--- src/rtl/axis_frame_accumulator.sv ---
// -----------------------------------------------------------------------------
// axis_frame_accumulator
//
// Sums a frame of signed AXI-Stream samples. It emits one result beat per
// frame. A frame ends after a programmable number of beats or at an early
// s_axis_tlast, whichever comes first. Arithmetic can saturate or wrap. Any
// overflow inside the frame is reported on m_axis_tuser with the result.
//
// Parameters
//   DATA_W   input sample width (signed)
//   ACC_W    accumulator / result width (signed), ACC_W >= DATA_W
//   CNT_W    width of the beat counter and cfg_frame_len
//   SATURATE 1 = clamp on overflow, 0 = two's-complement wrap
//
// Ports
//   sys_clk, sys_rst_n     clock (rising edge), async active-low reset
//   accu_en                level enable; a frame starts only while high
//   cfg_frame_len          beats per frame, sampled when a frame starts (0 -> 1)
//   accu_finished          one-cycle pulse after the result beat handshakes
//   accu_busy              high while accumulating or holding the result
//   s_axis_*               sample input stream (tvalid/tready/tdata/tlast)
//   m_axis_*               result stream; tlast always 1 with tvalid,
//                          tuser = overflow seen in this frame
// -----------------------------------------------------------------------------
module axis_frame_accumulator #(
   parameter int unsigned DATA_W   = 64,
   parameter int unsigned ACC_W    = 64,
   parameter int unsigned CNT_W    = 16,
   parameter bit          SATURATE = 1'b1
) (
   input  logic              sys_clk,
   input  logic              sys_rst_n,
   input  logic              accu_en,
   input  logic [CNT_W-1:0]  cfg_frame_len,
   output logic              accu_finished,
   output logic              accu_busy,
   input  logic              s_axis_tvalid,
   output logic              s_axis_tready,
   input  logic [DATA_W-1:0] s_axis_tdata,
   input  logic              s_axis_tlast,
   output logic              m_axis_tvalid,
   input  logic              m_axis_tready,
   output logic [ACC_W-1:0]  m_axis_tdata,
   output logic              m_axis_tlast,
   output logic              m_axis_tuser
);

   typedef enum logic [1:0] {
      IDLE   = 2'd0,
      ACCUM  = 2'd1,
      OUTPUT = 2'd2
   } state_t;

   localparam logic [ACC_W-1:0] ACC_MAX = {1'b0, {(ACC_W-1){1'b1}}};
   localparam logic [ACC_W-1:0] ACC_MIN = {1'b1, {(ACC_W-1){1'b0}}};

   state_t             state, state_nxt;
   logic [ACC_W-1:0]   acc, acc_nxt;
   logic [CNT_W-1:0]   cnt, cnt_nxt;
   logic [CNT_W-1:0]   len, len_nxt;
   logic               ovf, ovf_nxt;

   logic               s_tready_nxt;
   logic               m_tvalid_nxt;
   logic [ACC_W-1:0]   m_tdata_nxt;
   logic               m_tlast_nxt;
   logic               m_tuser_nxt;
   logic               finished_nxt;
   logic               busy_nxt;

   logic [ACC_W-1:0]   sample_ext;
   logic [ACC_W-1:0]   sum_raw;
   logic [ACC_W-1:0]   sum_sel;
   logic               beat_ovf;
   logic [CNT_W-1:0]   len_cfg;
   logic               last_beat;

   // Datapath: sign-extend the sample, add, and detect overflow from the signs.
   // Overflow means both operands have the same sign and the result sign differs.
   always_comb begin
      sample_ext = ACC_W'($signed(s_axis_tdata));
      sum_raw    = acc + sample_ext;
      beat_ovf   = (acc[ACC_W-1] == sample_ext[ACC_W-1]) &&
                   (sum_raw[ACC_W-1] != acc[ACC_W-1]);
      sum_sel    = sum_raw;
      if (SATURATE && beat_ovf) begin
         // The clamp direction follows the common operand sign.
         sum_sel = acc[ACC_W-1] ? ACC_MIN : ACC_MAX;
      end
      len_cfg   = (cfg_frame_len == '0) ? CNT_W'(1) : cfg_frame_len;
      last_beat = (cnt == (len - CNT_W'(1))) || s_axis_tlast;
   end

   // Next-state and next-output logic. All outputs are registered.
   always_comb begin
      state_nxt    = state;
      acc_nxt      = acc;
      cnt_nxt      = cnt;
      len_nxt      = len;
      ovf_nxt      = ovf;
      s_tready_nxt = s_axis_tready;
      m_tvalid_nxt = m_axis_tvalid;
      m_tdata_nxt  = m_axis_tdata;
      m_tlast_nxt  = m_axis_tlast;
      m_tuser_nxt  = m_axis_tuser;
      finished_nxt = 1'b0;
      busy_nxt     = accu_busy;

      case (state)
         IDLE: begin
            s_tready_nxt = 1'b0;
            if (accu_en) begin
               len_nxt      = len_cfg;
               acc_nxt      = '0;
               cnt_nxt      = '0;
               ovf_nxt      = 1'b0;
               s_tready_nxt = 1'b1;
               busy_nxt     = 1'b1;
               state_nxt    = ACCUM;
            end
         end

         ACCUM: begin
            if (s_axis_tvalid && s_axis_tready) begin
               acc_nxt = sum_sel;
               cnt_nxt = cnt + CNT_W'(1);
               ovf_nxt = ovf | beat_ovf;
               if (last_beat) begin
                  m_tdata_nxt  = sum_sel;
                  m_tvalid_nxt = 1'b1;
                  m_tlast_nxt  = 1'b1;
                  m_tuser_nxt  = ovf | beat_ovf;
                  s_tready_nxt = 1'b0;
                  state_nxt    = OUTPUT;
               end
            end
         end

         OUTPUT: begin
            // tdata and tuser hold their values until the handshake.
            if (m_axis_tvalid && m_axis_tready) begin
               m_tvalid_nxt = 1'b0;
               m_tlast_nxt  = 1'b0;
               finished_nxt = 1'b1;
               busy_nxt     = 1'b0;
               state_nxt    = IDLE;
            end
         end

         default: begin
            state_nxt = IDLE;
         end
      endcase
   end

   always_ff @(posedge sys_clk or negedge sys_rst_n) begin
      if (!sys_rst_n) begin
         state         <= IDLE;
         acc           <= '0;
         cnt           <= '0;
         len           <= '0;
         ovf           <= 1'b0;
         s_axis_tready <= 1'b0;
         m_axis_tvalid <= 1'b0;
         m_axis_tdata  <= '0;
         m_axis_tlast  <= 1'b0;
         m_axis_tuser  <= 1'b0;
         accu_finished <= 1'b0;
         accu_busy     <= 1'b0;
      end else begin
         state         <= state_nxt;
         acc           <= acc_nxt;
         cnt           <= cnt_nxt;
         len           <= len_nxt;
         ovf           <= ovf_nxt;
         s_axis_tready <= s_tready_nxt;
         m_axis_tvalid <= m_tvalid_nxt;
         m_axis_tdata  <= m_tdata_nxt;
         m_axis_tlast  <= m_tlast_nxt;
         m_axis_tuser  <= m_tuser_nxt;
         accu_finished <= finished_nxt;
         accu_busy     <= busy_nxt;
      end
   end

endmodule

--- config.mk ---
export PLATFORM = sky130hd
export DESIGN_NAME = axis_frame_accumulator
export DESIGN_NICKNAME = d
export VERILOG_FILES = /design/src/rtl/axis_frame_accumulator.sv
export SDC_FILE = /design/constraint.sdc
export NUM_CORES = 1
export LEC_CHECK = 0
export ABC_CLOCK_PERIOD_IN_PS = 5400
export CORE_ASPECT_RATIO = 0.7
export CORE_UTILIZATION = 35
export DETAILED_ROUTE_END_ITERATION = 12
export REMOVE_ABC_BUFFERS = 1
export SETUP_SLACK_MARGIN = 0.4
export SLEW_MARGIN = 30
export SYNTH_ARGS = -nofsm -noshare
export SYNTH_HDL_FRONTEND = slang
export SYNTH_SLANG_ARGS = --single-unit
--- constraint.sdc ---
create_clock -name sys_clk -period 5.4 [get_ports sys_clk]
set_clock_uncertainty 0.1 [all_clocks]
set_input_delay 1.08 -clock sys_clk [delete_from_list [all_inputs] [get_ports sys_clk]]
set_output_delay 1.08 -clock sys_clk [all_outputs]
set_load 0.005 [all_outputs]
==> results list, run 1 <==
- Setup total negative slack on the finished layout was measured at 0 ps.
- Maximum number of pins on one net before global-route repair: 90
- The congestion estimate from routability-driven global placement came to roughly 0.9.
- Die footprint: 32900 sq um
- 156 I/O pins were placed.
* Final layout net count: around 1600
- Average vias per placed instance: between 5 and 6
- Number of antenna violations at the first check in global routing: 0
- After synthesis, the netlist uses 70 different library cells.
- Worst EP arrival: 4710 ps
- Clock-pin slew was measured on the worst setup and hold paths at 70 ps.
* Post-layout total power: roughly 0.0084 W
- Dividing total power by cell area gives a power density of approximately 610 nW/um^2.
- Nature of the critical path startpoint: input port
- Fillers: between 3000 and 4000
- The total count of hold-check failures in the final report is 0.
- The repair_antennas step left the layout with diodes totalling 0.
- Setup repair after global routing left no endpoint under its margin.
- The run finished with clean final reports.
- Horiz. Die Dim: 216 um
- Area grow syn2layout: 21.7%
- The post-route netlist has 7.15% of its cells at a drive strength greater than 1.
- Of the synthesized area, sequential elements account for 37.4%.
- For this run, the leading register cell type out of synthesis is sky130_fd_sc_hd__dfrtp_1.
- After global routing the overflow that remains totals 0.
- The critical path in this run is classified as in2reg.
- At the worst endpoint, the required time is roughly 5600 ps.
- Timing analysis after detailed placement gives a worst setup slack of 487 ps.
- Maximum clock frequency: 0.224 GHz
- The number of clock buffers added by TritonCTS is 17.
* Clock tree from TritonCTS: done
- Post-layout min period: approximately 4500 ps
- Final routed wirelength across all metal layers: around 34000 um
- The initialized floorplan defines 54 standard-cell rows.
- DRC Markers: 0
- Across the run, the number of max-cap violations was 0.
- Number of cells after detailed placement: approximately 1800
- Worst Path Max Fanout: 7
* Number of register bits inferred by synthesis: about 170
* Effective utilization at floorplan: 35.8%
* Portion of the clock cycle consumed by the worst path in the final layout: 82.7%
- Number of buffers inserted by post-CTS setup repair: 0
- Number of non-filler instances in the completed layout: 1860
- Synthesized area per cell: around 8.5 sq um
- No sink is reached through more buffers than the 2 on the longest clock path.
* Count of flip-flops with a built-in enable after synthesis: 0
- Pin slew with the least headroom to its limit: 770 ps
* Hold WC Path Type: reg2reg
* Count of antenna-violating nets left after detailed routing: 0
* Number of failing setup endpoints in the final timing report: 0
* Via count of the first global-routing pass: around 9800
- For this run, the number of Yosys warnings is 0.
* Count of pins over their slew limit: 0
- In this run the static leakage power is a little under 6 nW.
* Overall fraction of global-route tracks in use: about a fifth
- Standard cell core area: roughly 31000 sq um
* Cell at the root of the clock tree: sky130_fd_sc_hd__clkbuf_16
- In the synthesized netlist, the number of instances is around 1300.
* Detailed-placement wirelength estimate: 24600 um
- IO Port Bufs: 155
- From bottom edge to top edge, the die measures around 150 um.
- Critical path capture point type: register
* H-tree lvl count: 4
* Share of flip-flops with an asynchronous set or reset: 100%
- Routed wire length per instance: roughly 18 um
- Hold buffer count at cts: 0
* Clk_lat worst skew: between 400 and 500 ps
- # resized after CTS: 0
* Slack of the critical path: 935 ps
- Number of vias after detailed routing: roughly 10000
- In this run the tightest slew margin relative to its limit is 48.7%.
* Utilization after layout: between 40% and 50%
- After the first detailed-routing iteration, the DRC count stood at a little under 700.
- Sinks on the clock net: about 170
- The first TritonRoute pass finished after 7 iterations.
- The first global-routing pass estimated approximately 54000 um of wire.
* Post-synthesis instance area: 11300 sq um
- Worst VDD drop: between 200 and 250 uV
flip-flops by register name, indices dropped and copies added, names as in the netlist:
| register | flops |
|---|---|
| m_axis_tuser | 1 |
| m_axis_tdata | 64 |
| acc | 64 |
| cnt | 16 |
| accu_finished | 1 |
| state | 2 |
| ovf | 1 |
| m_axis_tlast | 1 |
| s_axis_tready | 1 |
| accu_busy | 1 |
| len | 16 |
cell usage after synthesis, drive strengths merged (7+ instances only):
master	instances	area, sq um
or3	11	68.8
a31oi	13	81.3
dfrtp	168	4200
o31ai	11	96.3
a21oi	196	1120
o21bai	14	105
nor3	19	95.1
o21ai	104	520
nand3	29	145
o21a	7	52.6
nand2b	10	62.6
clkbuf	71	267
a211oi	9	72.6
inv	21	78.8
buf	17	151
xor2	40	350
o211ai	14	105
nand4	26	163
and3	15	93.8
xnor2	49	429
ha	65	813
nor2	119	447
nor4	9	56.3
nand2	165	619
a21o	33	248
layout make-up:
| type | instances | area, sq um | area share, % |
|---|---|---|---|
| clock inverter | 14 | 163 | 1.19 |
| tap | 420 | 526 | 3.84 |
| timing repair buffer | 169 | 1720 | 12.5 |
| clock buffer | 18 | 439 | 3.21 |
| multi-input combinational | 1050 | 6580 | 48.0 |
| inverter | 21 | 78.8 | 0.575 |
| sequential | 168 | 4200 | 30.7 |
final timing paths:
path | start | end | slack (ps) | cells after the start
setup / recovery | s_axis_tdata[11] | acc[61] | 940 | 13
hold / removal | accu_busy | accu_busy | 380 | 2
setup reg to reg | len[8] | m_axis_tdata[6] | 1450 | 10
hold reg to reg | accu_busy | accu_busy | 380 | 2
max in group asynchronous | sys_rst_n | len[14] | 3670 | 3
min in group asynchronous | sys_rst_n | m_axis_tdata[59] | 420 | 1
stage by stage:
step           instance area, sq um  hold slack, ps
3_5_place_dp                  13100             365
3_3_place_gp                  13100             367
6_report                      13700             375
5_1_grt                       13700             417
4_1_cts                       13700             381
2_1_floorplan                 10800             354
placed cells by master, fill, tap and decap left out, types with 9 or more instances in the layout:
cell	count
sky130_fd_sc_hd__a21o_1	33
sky130_fd_sc_hd__a21oi_1	159
sky130_fd_sc_hd__a21oi_2	37
sky130_fd_sc_hd__a31oi_1	13
sky130_fd_sc_hd__and3_1	15
sky130_fd_sc_hd__buf_4	10
sky130_fd_sc_hd__clkbuf_16	17
sky130_fd_sc_hd__clkdlybuf4s50_1	154
sky130_fd_sc_hd__dfrtp_1	168
sky130_fd_sc_hd__ha_1	65
sky130_fd_sc_hd__inv_1	21
sky130_fd_sc_hd__nand2_1	164
sky130_fd_sc_hd__nand2b_1	10
sky130_fd_sc_hd__nand3_1	29
sky130_fd_sc_hd__nand4_1	26
sky130_fd_sc_hd__nor2_1	118
sky130_fd_sc_hd__nor3_1	18
sky130_fd_sc_hd__nor4_1	9
sky130_fd_sc_hd__o211ai_1	14
sky130_fd_sc_hd__o21ai_0	103
sky130_fd_sc_hd__o21bai_1	14
sky130_fd_sc_hd__o31ai_1	10
sky130_fd_sc_hd__or3_1	10
sky130_fd_sc_hd__xnor2_1	49
sky130_fd_sc_hd__xor2_1	40
cell families (layout without fill, tap and decap cells):
family,after synthesis,count (layout),share of synthesized area (%)
mux,10,10,0.934
simple gates,435,435,17.8
buf+inv,109,222,4.41
xor+xnor,89,89,6.93
flops,168,168,37.4
fa+ha+maj,67,67,7.49
compound gates,449,449,25.1
power by group:
group	internal [W]	switching [W]
Sequential	0.00182	0.000402
Combinational	0.00209	0.00276
Clock	0.000705	0.000578
critical path, cell delays in order:
cell and delay [ps]:
sky130_fd_sc_hd__clkdlybuf4s50_1 450, sky130_fd_sc_hd__ha_1 440, sky130_fd_sc_hd__nand4_1 160, sky130_fd_sc_hd__nor4_1 400, sky130_fd_sc_hd__a211oi_1 130, sky130_fd_sc_hd__buf_4 180, sky130_fd_sc_hd__o22ai_1 140, sky130_fd_sc_hd__o21ai_1 230
sky130_fd_sc_hd__o211a_1 340, sky130_fd_sc_hd__o31ai_1 440, sky130_fd_sc_hd__a31oi_1 230, sky130_fd_sc_hd__xnor2_1 170, sky130_fd_sc_hd__a221o_1 300
metal layers:
| metal | vias up | wire length, um | GRT usage, % |
|---|---|---|---|
| li1 | 4977 | - | - |
| met1 | 4946 | 17700 | 32.6 |
| met2 | 262 | 13600 | 28.5 |
| met3 | 24 | 1830 | 4.06 |
| met4 | 0 | 379 | 4.43 |
| met5 | - | 0 | 0 |
Power figures use the tool's default switching activity.
==> run 2, diff against run 1 <==
--- a/config.mk
+++ b/config.mk
@@ -5,7 +5,7 @@
 export SDC_FILE = /design/constraint.sdc
 export NUM_CORES = 1
 export LEC_CHECK = 0
-export ABC_CLOCK_PERIOD_IN_PS = 5400
+export ABC_CLOCK_PERIOD_IN_PS = 4360
 export CORE_ASPECT_RATIO = 0.7
 export CORE_UTILIZATION = 35
 export DETAILED_ROUTE_END_ITERATION = 12
==> constraint.sdc (replaced) <==
create_clock -name sys_clk -period 4.36 [get_ports sys_clk]
set_clock_uncertainty 0.1 [all_clocks]
set_input_delay 0.872 -clock sys_clk [delete_from_list [all_inputs] [get_ports sys_clk]]
set_output_delay 0.872 -clock sys_clk [all_outputs]
set_load 0.005 [all_outputs]
==> results list, run 2 (synthesized netlist as in run 1, its figures left out) <==
- The commonest non-fill, non-tap cell in the layout is sky130_fd_sc_hd__dfrtp_1 (unchanged).
- Path depth of the worst reg2reg path: 9 (was 10)
- Share of total power in the clock network: 14.2% (was 15.4%)
- Routed met1 length: 18100 um (was 17700 um)
* Final layout net count: 1680 (was 1579)
- Hold buffer count at cts: 0 (unchanged)
- The actual transition at the worst max-transition pin came to 763 ps (was 770 ps).
* First-iteration detailed-routing DRC count: 723 (was 684)
* Detailed-placement wirelength estimate: 26000 um (was 24600 um)
- The vias per cell is 5.42 (was 5.49).
* Fillers: 3073 (was 3136)
* Cell Chain, Critical Path: clkdlybuf4s50_1, ha_1, a21o_1, a31oi_1, a21oi_1, a211oi_2, buf_4, and3b_1, buf_4, o21ai_0, a311oi_1, xnor2_1, nand2_1, a21oi_1 (was clkdlybuf4s50_1, ha_1, nand4_1, nor4_1, a211oi_1, buf_4, o22ai_1, o21ai_1, o211a_1, o31ai_1, a31oi_1, xnor2_1, a221o_1)
- CTS clock-pin slew for the worst setup and hold paths: 70 ps (about the same)
- Setup repair after global routing missed its margin: yes (was no).
* Cell type of the slowest stage on the worst timing path: sky130_fd_sc_hd__clkdlybuf4s50_1 (unchanged)
* Setup Total Neg Slack: 0 ps (unchanged)
* Num CTS Buffers: 17 (unchanged)
- The count of buffers from port buffering came to 155 (unchanged).
- Max Cap Viol: 0 (unchanged)
- CP top delay family: compound AO/OA/AOI/OAI gates (unchanged)
- Worst reg2reg endpoint: m_axis_tdata[57] (was m_axis_tdata[6])
- The routed length per instance was 17.6 um (was 18.0 um).
* Wire length of the first global-routing pass: 55000 um (was 54100 um)
- Sinks on the clock net: 168 (unchanged)
- The total met3 wirelength after detailed routing came to 1910 um (was 1830 um).
- Gr ovfl total: 0 (unchanged)
* I/O pins: 156 (unchanged)
- DRC Markers: 0 (unchanged)
* H-tree lvl count: 4 (unchanged)
- # diodes: 0 (unchanged)
- The maximum buffer depth of the clock tree was 2 (unchanged).
- Critical path capture point type: register (unchanged)
* Sequential share of power: 24.8% (was 26.6%)
- The switching part of the total is 43.8% (was 44.7%).
* Leakage power: 6.43 nW (was 5.91 nW)
* Worst path required time: 4630 ps (was 5640 ps)
- Clock tree from TritonCTS: done (unchanged)
- Die footprint: 32900 sq um (unchanged)
* Share of layout cells above drive strength 1: 15.4% (was 7.15%)
- Clk_lat worst skew: 450 ps (was 460 ps)
* Count of buffering cells on the critical path with inverters included: 3 (was 2)
* Number of vias after detailed routing: 10614 (was 10209)
* Combinational Power Share: 61.0% (was 58.0%)
- The pin count of the biggest net entering global routing is 77 (was 90).
- Hold WC Path Type: in2async (was reg2reg)
* Post-placement worst setup slack: -233 ps (was 487 ps)
* Area grow syn2layout: 30.5% (was 21.7%)
* Post-layout min period: approximately 3900 ps
* Overall fraction of global-route tracks in use: 21.2% (was 20.7%)
- The slack of the worst reg-to-reg path is 550 ps (was 1450 ps).
- The met2 wire length was 14200 um (was 13600 um).
- Top flop regs: acc: 64 flops, m_axis_tdata: 64 flops (unchanged)
* Standard cell core area: 31400 sq um (unchanged)
- The width of the chip came to 216 um (unchanged).
- First-pass DRT Iterations: 5 (was 7)
- Highest-count cells in the layout ignoring fill and taps: 168 x sky130_fd_sc_hd__dfrtp_1, 165 x sky130_fd_sc_hd__nand2_1, 154 x sky130_fd_sc_hd__clkdlybuf4s50_1 (was 168 x sky130_fd_sc_hd__dfrtp_1, 164 x sky130_fd_sc_hd__nand2_1, 159 x sky130_fd_sc_hd__a21oi_1)
- The worst-case headroom to the max-slew limit was 49.2% (was 48.7%).
- The initial antenna violation count came to 0 (unchanged).
- The remaining number of nets flagged by the antenna check after routing came to 0 (unchanged).
- After layout, the worst path uses 89.3% of the clock period.
- Via count of the first global-routing pass: 9839 (was 9774)
* Hold Fails Final Rpt: 0 (unchanged)
- Net Sw Power: 0.00488 W (was 0.00374 W)
- The height of the chip was 152 um (unchanged).
- Utilization after layout: 46.8% (was 43.6%)
- Final estimated routing congestion in global placement: 0.940 (was 0.928)
- # rows: 54 (unchanged)
- The largest vdd supply drop was 298 uV (was 236 uV).
* Final routed wirelength across all metal layers: 34600 um (was 33500 um)
* Number of failing setup endpoints in the final timing report: 0 (unchanged)
- The largest stage delay on the critical path was 440 ps (was 450 ps).
- The arrival time reported for the critical path endpoint was 4170 ps (was 4710 ps).
- The clock root buffer was sky130_fd_sc_hd__clkbuf_16 (unchanged).
- The startpoint kind of the worst setup timing path was an input port (unchanged).
- Maximum clock frequency: 0.257 GHz
- Critical path type: in2reg (unchanged)
- Outcome: finished, final reports clean (unchanged).
- R2r startpoint: len[8] (unchanged)
- Count of pins over their slew limit: 0 (unchanged)
- Internal power: 0.00626 W (was 0.00461 W)
- Max Used Layer: met4 (unchanged)
- The total power divided by cell area came to 758 nW/um^2 (was 609 nW/um^2).
- The maximum fanout count along the critical path came to 8 (was 7).
- Effective utilization at floorplan: 35.8% (unchanged)
- Slack of the critical path: 466 ps (was 935 ps)
==> run 2: cell types whose count changed in the layout (fill, tap and decap cells not counted), sizes merged <==
cell / previous run / this run
inv: 27 / 25
clkbuf: 18 / 20
buf: 15 / 115
==> run 2: metrics by stage <==
step | hold WS, ps | cell area (sq um) | cells | total power [W]
6_report | 345 | 14700 | 1960 | 0.0111
5_1_grt | 404 | 14700 | 1960 | 0.0120
4_1_cts | 371 | 14500 | 1955 | 0.0110
3_5_place_dp | 376 | 13900 | 1924 | 0.00930
3_3_place_gp | 367 | 13900 | 1924 | 0.00923
2_1_floorplan | 354 | 10800 | 1239 | 0.00667
==> run 2: how the worst max path moves through the flow <==
stage,from,end,slack (ps),depth (start not counted)
4_1_cts,s_axis_tdata[36],acc[28],420,14
3_5_place_dp,s_axis_tdata[0],acc[56],-230,12
2_1_floorplan,s_axis_tdata[44],m_axis_tdata[36],-2180,9
6_report,s_axis_tdata[33],acc[50],470,14
3_3_place_gp,s_axis_tdata[0],acc[56],-220,12
5_1_grt,s_axis_tdata[33],acc[50],350,14
==> run 2: repair_timing <==
action / 4_1_cts / 5_1_grt
resized for setup: 6 / 56
gates cloned: 0 / 1
setup buffers: 0 / 4
pin swaps: 0 / 7
endpoints found under the setup margin: 10 / 124
==> run 2: layout make-up <==
class | count | area, sq um | share of cell area, %
multi-input combinational | 1050 | 6750 | 46.0
clock inverter | 12 | 139 | 0.945
timing repair buffer | 270 | 2540 | 17.3
clock buffer | 19 | 453 | 3.08
tap | 420 | 526 | 3.58
sequential | 168 | 4200 | 28.6
inverter | 21 | 78.8 | 0.536
==> run 2: power groups by stage <==
stage | registers, W | clock network [W] | logic, W
final | 0.00276 | 0.00158 | 0.00680
after global routing | 0.00286 | 0.00167 | 0.00751
after CTS | 0.00276 | 0.00162 | 0.00658
after detailed placement | 0.00278 | 0 | 0.00652
after global placement | 0.00277 | 0 | 0.00646
after floorplan | 0.00268 | 0 | 0.00399
==> run 2: metal layers <==
metal	up-vias	GRT usage [%]
met4	0	4.93
met2	285	29.1
met1	5121	33.7
li1	5186	-
met3	22	3.50
met5	-	0
==> run 3, diff against run 2 <==
--- a/config.mk
+++ b/config.mk
@@ -9,6 +9,7 @@
 export CORE_ASPECT_RATIO = 0.7
 export CORE_UTILIZATION = 35
 export DETAILED_ROUTE_END_ITERATION = 12
+export PLACE_DENSITY_LB_ADDON = 0.2
 export REMOVE_ABC_BUFFERS = 1
 export SETUP_SLACK_MARGIN = 0.4
 export SLEW_MARGIN = 30
==> results list, run 3 (synthesized netlist as in run 1, its figures left out) <==
* Outcome: finished, final reports clean (unchanged)
- I/O pins: 156 (unchanged)
- The count of buffers from port buffering was 155 (unchanged).
* Share of total power in the clock network: 14.0% (was 14.2%)
* # diodes: 0 (unchanged)
- The TritonCTS clock tree is done (unchanged).
- The initial DRC count came to 749 (was 723).
- The arrival time reported for the critical path endpoint was 4110 ps (was 4170 ps).
- Horiz. Die Dim: 216 um (unchanged)
* Total power density per cell area: 755 nW/um^2 (was 758 nW/um^2)
* Worst path required time: 4540 ps (was 4630 ps)
- The total of endpoints with negative setup slack in the final report is 0 (unchanged).
- Overall fraction of global-route tracks in use: 21.4% (was 21.2%)
- Maximum number of pins on one net before global-route repair: 98 (was 77)
- The register share of total power is 25.1% (was 24.8%).
* First-pass DRT Iterations: 5 (unchanged)
* Final estimated routing congestion in global placement: 0.927 (was 0.940)
- The vias per cell is 5.40 (was 5.42).
- The largest vdd supply drop came to 271 uV (was 298 uV).
- Sinks on the clock net: 168 (unchanged)
- The remaining number of nets flagged by the antenna check after routing came to 0 (unchanged).
- Via count of the first global-routing pass: 10045 (was 9839)
- Effective utilization at floorplan: 35.8% (unchanged)
- The number of violations of the max-capacitance limit came to 0 (unchanged).
- The DRC violation count after routing was 0 (unchanged).
- The total grt overflow is 0 (unchanged).
* Cell at the root of the clock tree: sky130_fd_sc_hd__clkbuf_16 (unchanged)
- Hold Fails Final Rpt: 0 (unchanged)
- Standard cell core area: 31400 sq um (unchanged)
- Post-layout min period: 3930 ps (was 3890 ps)
* Number of antenna violations at the first check in global routing: 0 (unchanged)
- Maximum clock frequency: 0.255 GHz (was 0.257 GHz)
* Number of cells after detailed placement: 1914 (was 1924)
- The number of vias in the routed layout is 10516 (was 10614).
- The startpoint-to-endpoint class of the critical path was in2reg (unchanged).
- Combinational Power Share: 60.9% (was 61.0%)
* Highest-count cells in the layout ignoring fill and taps: 168 x sky130_fd_sc_hd__dfrtp_1, 165 x sky130_fd_sc_hd__nand2_1, 154 x sky130_fd_sc_hd__clkdlybuf4s50_1 (unchanged)
- Die height: 152 um (unchanged)
- Final layout net count: 1668 (was 1680)
- Top flop regs: acc: 64 flops, m_axis_tdata: 64 flops (unchanged).
- H-tree lvl count: 4 (unchanged)
- Placed inst area: 13800 sq um (was 13900 sq um)
* Setup repair after global routing missed its margin: yes (unchanged)
- The clock latency reported for the late side of the worst-skew pair was 450 ps (about the same).
* Die footprint: 32900 sq um (unchanged)
* CTS clock-pin slew for the worst setup and hold paths: 70 ps (about the same)
* Number of non-filler instances in the completed layout: 1947 (was 1960)
- The startpoint kind of the worst setup timing path is an input port (unchanged).
- The switching power total came to 0.00481 W (was 0.00488 W).
* Post-route cell area: 14500 sq um (was 14700 sq um)
- The maximum buffer depth of the clock tree is 2 (unchanged).
- The routed length per instance is 18.2 um (was 17.6 um).
* Area grow syn2layout: 29.2% (was 30.5%)
- Final routed wirelength across all metal layers: 35400 um (was 34600 um)
- Slew Limit Headroom: 50.7% (was 49.2%)
* Num CTS Buffers: 17 (unchanged)
- Leakage power: 6.36 nW (was 6.43 nW)
- The commonest non-fill, non-tap cell in the layout is sky130_fd_sc_hd__dfrtp_1 (unchanged).
- Internal power: 0.00618 W (was 0.00626 W)
* Path depth of the worst reg2reg path: 10 (was 9)
- The fraction of layout instances using a drive strength above 1 is 14.1% (was 15.4%).
- Critical path capture point type: register (unchanged)
* Switching portion of total power: 43.8% (about the same)
- Reg2Reg Setup Slack: 550 ps (about the same)
- The maximum fanout count along the critical path came to 3 (was 8).
- The HPWL reported at the end of detailed placement came to 26500 um (was 26000 um).
* # rows: 54 (unchanged)
- Pin slew with the least headroom to its limit: 739 ps (was 763 ps)
- The count of fill cells added during filler insertion is 3129 (was 3073).
- The wire length of the first global-routing pass was 55800 um (was 55000 um).
- Count of pins over their slew limit: 0 (unchanged)
- Portion of the clock cycle consumed by the worst path in the final layout: 90.1% (was 89.3%)
- The classification of the worst-slack hold path is in2async (unchanged).
[run 3: final cells by class]
| cell class | instances | area (sq um) | area share (%) |
|---|---|---|---|
| inverters | 21 | 78.8 | 0.542 |
| clock buffers | 19 | 453 | 3.12 |
| clock inverters | 11 | 124 | 0.852 |
| flip-flops and latches | 168 | 4200 | 28.9 |
| repair buffers | 258 | 2430 | 16.7 |
| multi-input cells | 1050 | 6720 | 46.2 |
| well taps | 420 | 526 | 3.61 |
[run 3: power by group through the flow]
stage	sequential [W]	clock [W]	combinational, W
2_1_floorplan	0.00268	0	0.00399
3_3_place_gp	0.00276	0	0.00642
3_5_place_dp	0.00277	0	0.00648
4_1_cts	0.00276	0.00158	0.00654
5_1_grt	0.00284	0.00163	0.00741
6_report	0.00275	0.00154	0.00669
[run 3: worst paths after layout]
| path | from | endpoint |
|---|---|---|
| worst min-delay path | sys_rst_n | m_axis_tdata[2] |
| max in group asynchronous | sys_rst_n | m_axis_tdata[40] |
| min in group sys_clk | acc[25] | acc[25] |
| worst min register to register | acc[25] | acc[25] |
| worst max register to register | len[8] | m_axis_tdata[44] |
| worst max-delay path | s_axis_tdata[0] | acc[44] |
[run 3: what timing repair did]
| action | 4_1_cts | 5_1_grt |
|---|---|---|
| endpoints found under the setup margin | 13 | 129 |
| pin swaps | 1 | 8 |
| cloned | 0 | 1 |
| buffers inserted | 0 | 2 |
| gates resized for setup | 7 | 35 |
| hold buffers | 0 | 0 |
[run 3: critical path, cell delays in order]
cell,delay (ps)
sky130_fd_sc_hd__clkdlybuf4s50_1,420
sky130_fd_sc_hd__ha_1,240
sky130_fd_sc_hd__fa_1,410
sky130_fd_sc_hd__a211oi_2,250
sky130_fd_sc_hd__o211ai_1,180
sky130_fd_sc_hd__nand4_1,230
sky130_fd_sc_hd__nand2_1,120
sky130_fd_sc_hd__a21oi_2,240
sky130_fd_sc_hd__o21ai_0,190
sky130_fd_sc_hd__nand2b_1,220
sky130_fd_sc_hd__a21oi_1,250
sky130_fd_sc_hd__xor2_1,310
sky130_fd_sc_hd__o311ai_0,160
[run 3: metrics by stage]
step	util [%]	setup WS, ps	total power [W]	setup TNS (ps)	hold WS, ps
global route	46.3	357	0.0119	0	224
global placement	43.8	-154	0.00917	-1530	367
detailed placement	43.8	-221	0.00926	-1780	374
finish	46.3	431	0.0110	0	218
CTS	45.7	423	0.0109	0	207
floorplan	-	-2180	0.00667	-265250	354
[run 3: per-layer routing]
| metal | global-route usage (%) | routed length [um] | up-vias |
|---|---|---|---|
| met5 | 0 | 0 | - |
| met4 | 5.26 | 332 | 0 |
| met3 | 4.12 | 2020 | 25 |
| met2 | 29.1 | 14400 | 290 |
| met1 | 33.8 | 18600 | 5045 |
| li1 | - | - | 5156 |
